$ cat config.mk
export PLATFORM = sky130hd
export DESIGN_NAME = div_pipe_unsigned_flat
export DESIGN_NICKNAME = d
export VERILOG_FILES = /design/src/rtl/div_pipe_unsigned_if.sv /design/src/rtl/div_pipe_unsigned.sv /design/src/flat_wrapper.sv
export SDC_FILE = /design/constraint.sdc
export NUM_CORES = 2
export LEC_CHECK = 0
export CORE_ASPECT_RATIO = 1.5
export CORE_MARGIN = 2
export CORE_UTILIZATION = 51
export CTS_CLUSTER_DIAMETER = 200
export DETAILED_ROUTE_END_ITERATION = 10
export PLACE_DENSITY = 0.67
export SYNTH_ARGS = -nofsm -noshare
export SYNTH_HDL_FRONTEND = slang
export SYNTH_SLANG_ARGS = --single-unit
$ cat constraint.sdc
create_clock -name clk -period 3.7 [get_ports clk]
set_clock_uncertainty 0.1 [all_clocks]
set_input_delay 0.74 -clock clk [delete_from_list [all_inputs] [get_ports clk]]
set_output_delay 0.74 -clock clk [all_outputs]
set_load 0.01 [all_outputs]
$ cat src/rtl/div_pipe_unsigned_if.sv
// div_pipe_unsigned_if
//   Handshake/data bundle for the pipelined unsigned divider.
//   master : operand source / result sink (drives ce and the in_* fields)
//   slave  : the divider (drives the out_* fields)
//   Signals:
//     ce          pipeline enable (all stages advance when 1, hold when 0)
//     in_valid    operand valid, sampled only when ce=1
//     in_dividend unsigned dividend, DW bits
//     in_divisor  unsigned divisor, DW bits
//     in_tag      opaque sideband, TW bits
//     out_valid   result valid; transfer on out_valid=1 and ce=1
//     out_quot    quotient, DW bits
//     out_rem     remainder, DW bits
//     out_dbz     divisor was zero
//     out_tag     tag returned with the result
interface div_pipe_unsigned_if #(
  parameter int DW = 16,
  parameter int TW = 8
) ();
  logic          ce;
  logic          in_valid;
  logic [DW-1:0] in_dividend;
  logic [DW-1:0] in_divisor;
  logic [TW-1:0] in_tag;
  logic          out_valid;
  logic [DW-1:0] out_quot;
  logic [DW-1:0] out_rem;
  logic          out_dbz;
  logic [TW-1:0] out_tag;

  modport master (
    output ce, in_valid, in_dividend, in_divisor, in_tag,
    input  out_valid, out_quot, out_rem, out_dbz, out_tag
  );

  modport slave (
    input  ce, in_valid, in_dividend, in_divisor, in_tag,
    output out_valid, out_quot, out_rem, out_dbz, out_tag
  );
endinterface

$ cat src/rtl/div_pipe_unsigned.sv
// div_pipe_unsigned
//   Fully pipelined unsigned restoring divider. One dividend/divisor pair is
//   accepted per enabled cycle; quotient, remainder, divide-by-zero flag and
//   the sideband tag appear DW+1 enabled cycles later.
//   Ports:
//     clk  rising-edge clock
//     rst  synchronous active-high reset (wins over ce and in_valid)
//     bus  div_pipe_unsigned_if.slave (ce, in_*, out_*)
//   Structure: stage 0 input register, stages 1..DW one restoring step each,
//   then the output register. No combinational input-to-output path.
module div_pipe_unsigned #(
  parameter int DW = 16,
  parameter int TW = 8
) (
  input  logic                   clk,
  input  logic                   rst,
  div_pipe_unsigned_if.slave     bus
);

  // Per-stage state. The partial remainder is kept DW bits wide: its top bit
  // is provably 0 at every stage output, so only the in-flight trial value
  // inside div_step needs DW+1 bits.
  logic [DW:0]   valid_q, valid_d;
  logic [DW:0]   dbz_q, dbz_d;
  logic [DW-1:0] r_q   [0:DW];
  logic [DW-1:0] r_d   [0:DW];
  logic [DW-1:0] q_q   [0:DW];
  logic [DW-1:0] q_d   [0:DW];
  logic [DW-1:0] dvs_q [0:DW];
  logic [DW-1:0] dvs_d [0:DW];
  logic [DW-1:0] dvd_q [0:DW];
  logic [DW-1:0] dvd_d [0:DW];
  logic [TW-1:0] tag_q [0:DW];
  logic [TW-1:0] tag_d [0:DW];

  logic          out_valid_q, out_valid_d;
  logic [DW-1:0] out_quot_q, out_quot_d;
  logic [DW-1:0] out_rem_q, out_rem_d;
  logic          out_dbz_q, out_dbz_d;
  logic [TW-1:0] out_tag_q, out_tag_d;

  // One restoring step: shift the next dividend bit into the remainder, then
  // subtract the divisor if it fits. Returns {new_r, new_q}. When t >= d the
  // true difference is below d, so the low DW bits of t - d are exact.
  function automatic logic [2*DW-1:0] div_step(
    input logic [DW-1:0] r,
    input logic [DW-1:0] q,
    input logic [DW-1:0] d
  );
    logic [DW:0]   t;
    logic [DW-1:0] r_new;
    logic          fits;
    t     = {r, q[DW-1]};
    fits  = (t >= {1'b0, d});
    if (fits) begin
      r_new = t[DW-1:0] - d;
    end else begin
      r_new = t[DW-1:0];
    end
    return {r_new, q[DW-2:0], fits};
  endfunction

  // Next-state for every stage and the output register; everything holds
  // when ce=0, data fields load only behind an incoming valid.
  always_comb begin
    valid_d     = valid_q;
    dbz_d       = dbz_q;
    r_d         = r_q;
    q_d         = q_q;
    dvs_d       = dvs_q;
    dvd_d       = dvd_q;
    tag_d       = tag_q;
    out_valid_d = out_valid_q;
    out_quot_d  = out_quot_q;
    out_rem_d   = out_rem_q;
    out_dbz_d   = out_dbz_q;
    out_tag_d   = out_tag_q;

    if (bus.ce) begin
      valid_d[0] = bus.in_valid;
      if (bus.in_valid) begin
        r_d[0]   = {DW{1'b0}};
        q_d[0]   = bus.in_dividend;
        dvs_d[0] = bus.in_divisor;
        dvd_d[0] = bus.in_dividend;
        tag_d[0] = bus.in_tag;
        dbz_d[0] = (bus.in_divisor == {DW{1'b0}});
      end else begin
        valid_d[0] = 1'b0;
      end

      for (int k = 1; k <= DW; k++) begin
        valid_d[k] = valid_q[k-1];
        if (valid_q[k-1]) begin
          {r_d[k], q_d[k]} = div_step(r_q[k-1], q_q[k-1], dvs_q[k-1]);
          dvs_d[k] = dvs_q[k-1];
          dvd_d[k] = dvd_q[k-1];
          tag_d[k] = tag_q[k-1];
          dbz_d[k] = dbz_q[k-1];
        end else begin
          dbz_d[k] = dbz_q[k];
        end
      end

      out_valid_d = valid_q[DW];
      if (valid_q[DW]) begin
        // Zero divisor: force the documented result rather than relying on
        // the restoring iteration happening to produce it.
        if (dbz_q[DW]) begin
          out_quot_d = {DW{1'b1}};
          out_rem_d  = dvd_q[DW];
        end else begin
          out_quot_d = q_q[DW];
          out_rem_d  = r_q[DW];
        end
        out_dbz_d = dbz_q[DW];
        out_tag_d = tag_q[DW];
      end else begin
        out_dbz_d = out_dbz_q;
      end
    end else begin
      out_valid_d = out_valid_q;
    end
  end

  // State registers with synchronous reset that clears every stage.
  always_ff @(posedge clk) begin
    if (rst) begin
      valid_q     <= {(DW+1){1'b0}};
      dbz_q       <= {(DW+1){1'b0}};
      for (int k = 0; k <= DW; k++) begin
        r_q[k]   <= {DW{1'b0}};
        q_q[k]   <= {DW{1'b0}};
        dvs_q[k] <= {DW{1'b0}};
        dvd_q[k] <= {DW{1'b0}};
        tag_q[k] <= {TW{1'b0}};
      end
      out_valid_q <= 1'b0;
      out_quot_q  <= {DW{1'b0}};
      out_rem_q   <= {DW{1'b0}};
      out_dbz_q   <= 1'b0;
      out_tag_q   <= {TW{1'b0}};
    end else begin
      valid_q     <= valid_d;
      dbz_q       <= dbz_d;
      r_q         <= r_d;
      q_q         <= q_d;
      dvs_q       <= dvs_d;
      dvd_q       <= dvd_d;
      tag_q       <= tag_d;
      out_valid_q <= out_valid_d;
      out_quot_q  <= out_quot_d;
      out_rem_q   <= out_rem_d;
      out_dbz_q   <= out_dbz_d;
      out_tag_q   <= out_tag_d;
    end
  end

  assign bus.out_valid = out_valid_q;
  assign bus.out_quot  = out_quot_q;
  assign bus.out_rem   = out_rem_q;
  assign bus.out_dbz   = out_dbz_q;
  assign bus.out_tag   = out_tag_q;

endmodule

$ cat src/flat_wrapper.sv
// flat-port wrapper written by rule: the top's interface ports become plain ports
module div_pipe_unsigned_flat 
#(
  parameter int DW = 16,
  parameter int TW = 8
)
  (clk, rst, bus_ce, bus_in_valid, bus_in_dividend, bus_in_divisor, bus_in_tag, bus_out_valid, bus_out_quot, bus_out_rem, bus_out_dbz, bus_out_tag);
  div_pipe_unsigned_if #(.DW(DW), .TW(TW)) bus_i ();
  input  logic clk;
  input  logic rst;
  input wire logic [$bits(bus_i.ce)-1:0] bus_ce;
  input wire logic [$bits(bus_i.in_valid)-1:0] bus_in_valid;
  input wire logic [$bits(bus_i.in_dividend)-1:0] bus_in_dividend;
  input wire logic [$bits(bus_i.in_divisor)-1:0] bus_in_divisor;
  input wire logic [$bits(bus_i.in_tag)-1:0] bus_in_tag;
  output wire logic [$bits(bus_i.out_valid)-1:0] bus_out_valid;
  output wire logic [$bits(bus_i.out_quot)-1:0] bus_out_quot;
  output wire logic [$bits(bus_i.out_rem)-1:0] bus_out_rem;
  output wire logic [$bits(bus_i.out_dbz)-1:0] bus_out_dbz;
  output wire logic [$bits(bus_i.out_tag)-1:0] bus_out_tag;
  assign bus_i.ce = bus_ce;
  assign bus_i.in_valid = bus_in_valid;
  assign bus_i.in_dividend = bus_in_dividend;
  assign bus_i.in_divisor = bus_in_divisor;
  assign bus_i.in_tag = bus_in_tag;
  assign bus_out_valid = bus_i.out_valid;
  assign bus_out_quot = bus_i.out_quot;
  assign bus_out_rem = bus_i.out_rem;
  assign bus_out_dbz = bus_i.out_dbz;
  assign bus_out_tag = bus_i.out_tag;
  div_pipe_unsigned #(.DW(DW), .TW(TW)) u_core (.clk(clk), .rst(rst), .bus(bus_i));
endmodule
==> flow_metrics.py <==
metrics = {
    "global_routing": {
        "antenna_found_initial": 0,
        "grt_pass1_vias": 44051,
        "grt_pass1_wl_um": 220000,
        "grt.total_usage_pct": 25.2,
        "grt-ovfl-total": 0,
        "grt_max_degree": 164,
    },
    "timing": {
        "slew_headroom_pct": 37.9,
        "worstMarginPinSlew_ns": 0.931,
        "min_period_ns": 3.34,
        "final.setup.tns_ns": 0,
        "setup_viol": 0,
        "maxClockFrequency_ghz": 0.299,
        "final.period_utilization_pct": 90.3,
        "hold_viol_final": 0,
        "rsz0062_at_grt": "no",
        "drv_slew": 0,
    },
    "clocking": {
        "post_cts_resized": 0,
        "clock_latency_ns": 0.73,
        "cts_setup_buffers": 0,
        "cts_hold_buf": 0,
        "clock_sinks": 1132,
        "htree_levels": 3,
        "cts-root-to-sink-buffers": 3,
        "cts-root-buf": "clkbuf_16",
        "cts_buffers": 106,
        "clk_pin_slew_ns": 0.07,
        "cts_tree": "built",
    },
    "cells_and_area": {
        "post_layout_nonfiller_instances": 8176,
        "postLayoutCoreUtil_pct": 57.0,
        "layout.nets": 7082,
        "area_growth_pct": 10.9,
        "antenna_cells": 0,
        "drive_gt1_share_pct": 5.39,
    },
    "synth": {
        "syn_avg_cell_area_sq_um": 7.68,
        "synth_area_sq_um": 52800,
        "netlist.area_leader.share_pct": 42.9,
        "synth_nets": 7183,
        "yosysMostFrequentCell": "nand2_1",
        "synth_area_leaders": "dfxtp_1 (43%), nand2_1 (13%), a21oi_1 (11%)",
        "synth_common_cells": "nand2_1 (1852), a21oi_1 (1142), dfxtp_1 (1132)",
        "netlist_instances": 6882,
        "synthFlopType": "dfxtp_1",
        "yosys_register_bits": 1132,
        "synthArstFlopShare_pct": 0,
        "yosysSeqAreaShare_pct": 42.9,
        "synth_edf_count": 0,
        "synth_cell_types": 86,
        "yosys_warnings": 0,
        "synth_top_cell_by_area": "dfxtp_1",
    },
    "placed_design": {
        "io_buffers": 85,
        "gp_congestion": 0.926,
        "dp_cells": 7987,
        "dp_hpwl_um": 99000,
    },
    "floorplanning": {
        "rows": 144,
        "io_pins": 86,
        "core-area_sq_um": 103000,
        "die_h_um": 398,
        "die_area_sq_um": 106000,
        "die_w_um": 267,
        "start_util_pct": 51.4,
    },
    "min_path": {
        "worst_hold_path_type": "input pin to register",
    },
    "route": {
        "wl_per_cell_um": 16.5,
        "drc": 0,
        "vias": 45053,
        "drt_wl_total_um": 135000,
        "vias_per_cell": 5.51,
        "drt_iter0_drc": 2285,
        "antenna_left": 0,
        "dr.pass1.iters": 5,
    },
    "critical_path": {
        "crit_fanout": 19,
        "crit_buf_inv": 1,
        "cp_slowest_cell": "or2_1",
        "path_class": "register to register",
        "arrival_ns": 3.87,
        "crit_chain": "inv_1 > ha_1 > nor2b_1 > o31ai_2 > a211oi_1 > o31ai_1 > nor3_1 > or2_1 > a31oi_1 > a211oi_1",
        "cp-end-kind": "register",
        "worstSetupStartpointType": "register",
        "crit_family": "compound AO/OA/AOI/OAI gates",
        "crit_top_cell": "a211oi_1",
        "max_stage_delay_ns": 0.71,
        "critPathRequiredTime_ns": 4.23,
    },
    "power_and_ir_drop": {
        "p_per_area_nw_per_um2": 416,
        "leakage_nw": 20.9,
        "irDropWorstVdd_v": 0.000372,
    },
    "flow_run": {
        "cap_violations": 0,
    },
    "status": {
        "status": "complete, no violations",
    },
}
==> power breakdown <==
part           total [mW]  switching, mW  internal, mW
sequential           12.2         0.0284          12.2
clock                11.4           4.87          6.52
combinational       0.698          0.468         0.230
total                24.3           5.37          19.0
==> layout by cell type, fill, tap and decap left out, drive strengths merged, types with 18 or more instances in the layout <==
master / synthesis / routed
a211oi: 90 / 90
a21o: 82 / 82
a21oi: 1143 / 1143
a31oi: 42 / 42
and2: 24 / 24
and3: 18 / 18
buf: 57 / 127
clkbuf: 362 / 149
clkdlybuf4s50: 0 / 83
clkinv: 1 / 21
dfxtp: 1132 / 1132
ha: 242 / 242
inv: 327 / 332
mux2i: 98 / 98
nand2: 1852 / 1852
nand2b: 68 / 68
nand3: 55 / 55
nand4: 37 / 37
nor2: 297 / 297
nor2b: 52 / 52
nor3: 138 / 138
nor4: 20 / 20
o211ai: 27 / 27
o21a: 39 / 39
o21ai: 253 / 253
o31ai: 22 / 22
or3: 27 / 27
xnor2: 91 / 91
xor2: 62 / 62
==> sequential cells by signal, indices dropped and copies added (netlist names) <==
signal                cells
u_core.dvd_q            272
u_core.dvs_q            256
u_core.r_q              256
u_core.q_q              136
u_core.tag_q            136
u_core.dbz_q             17
u_core.valid_q           17
u_core.bus.out_quot      16
u_core.bus.out_rem       16
u_core.bus.out_tag        8
u_core.bus.out_dbz        1
u_core.bus.out_valid      1
==> metal layers <==
metal | wire (um) | GRT usage, % | share of wire, %
met5 | 0 | 0 | 0
met2 | 74000 | 50.1 | 55
met3 | 3550 | 2.69 | 2.6
met1 | 49200 | 24.5 | 36
met4 | 8420 | 15.4 | 6.2
==> through the flow <==
stage          power, mW  cell area (sq um)  setup slack [ns]  hold WS [ns]
5_1_grt             25.1              58600            0.0393         0.321
3_3_place_gp        13.2              54900             0.405         0.337
3_5_place_dp        13.2              54900             0.400         0.342
2_1_floorplan       13.0              52800             0.962         0.329
4_1_cts             24.6              58600             0.358         0.275
6_report            24.3              58600             0.359         0.325
==> logic make-up (layout without fill, tap and decap cells) <==
kind of cell / Yosys count / count (layout) / share of synthesized area, %
compound gates: 1858 / 1858 / 20.2
xor+xnor: 153 / 153 / 2.54
fa+ha+maj: 257 / 257 / 6.30
buf+inv: 747 / 727 / 5.45
flops: 1132 / 1132 / 42.9
mux: 103 / 103 / 1.96
simple gates: 2632 / 2632 / 20.7
==> area by class of cell <==
type                    count  area, sq um
fillers                  9806        44100
multi-input cells        5003        27300
flip-flops and latches   1132        22700
clock buffers             149         3030
repair buffers            210         2010
well taps                1314         1640
inverters                 328         1230
clock inverters            40          638
==> worst paths after layout <==
| kind | from | endpoint | slack [ns] | cells past startpoint |
|---|---|---|---|---|
| max reg2reg | u_core.dvs_q[65] | u_core.r_q[51] | 0.36 | 10 |
| min reg2reg | u_core.dvs_q[103] | u_core.dvs_q[87] | 0.34 | 2 |
| max | u_core.dvs_q[65] | u_core.r_q[51] | 0.36 | 10 |
| min | rst | u_core.r_q[49] | 0.33 | 2 |
Power figures use the tool's default switching activity.
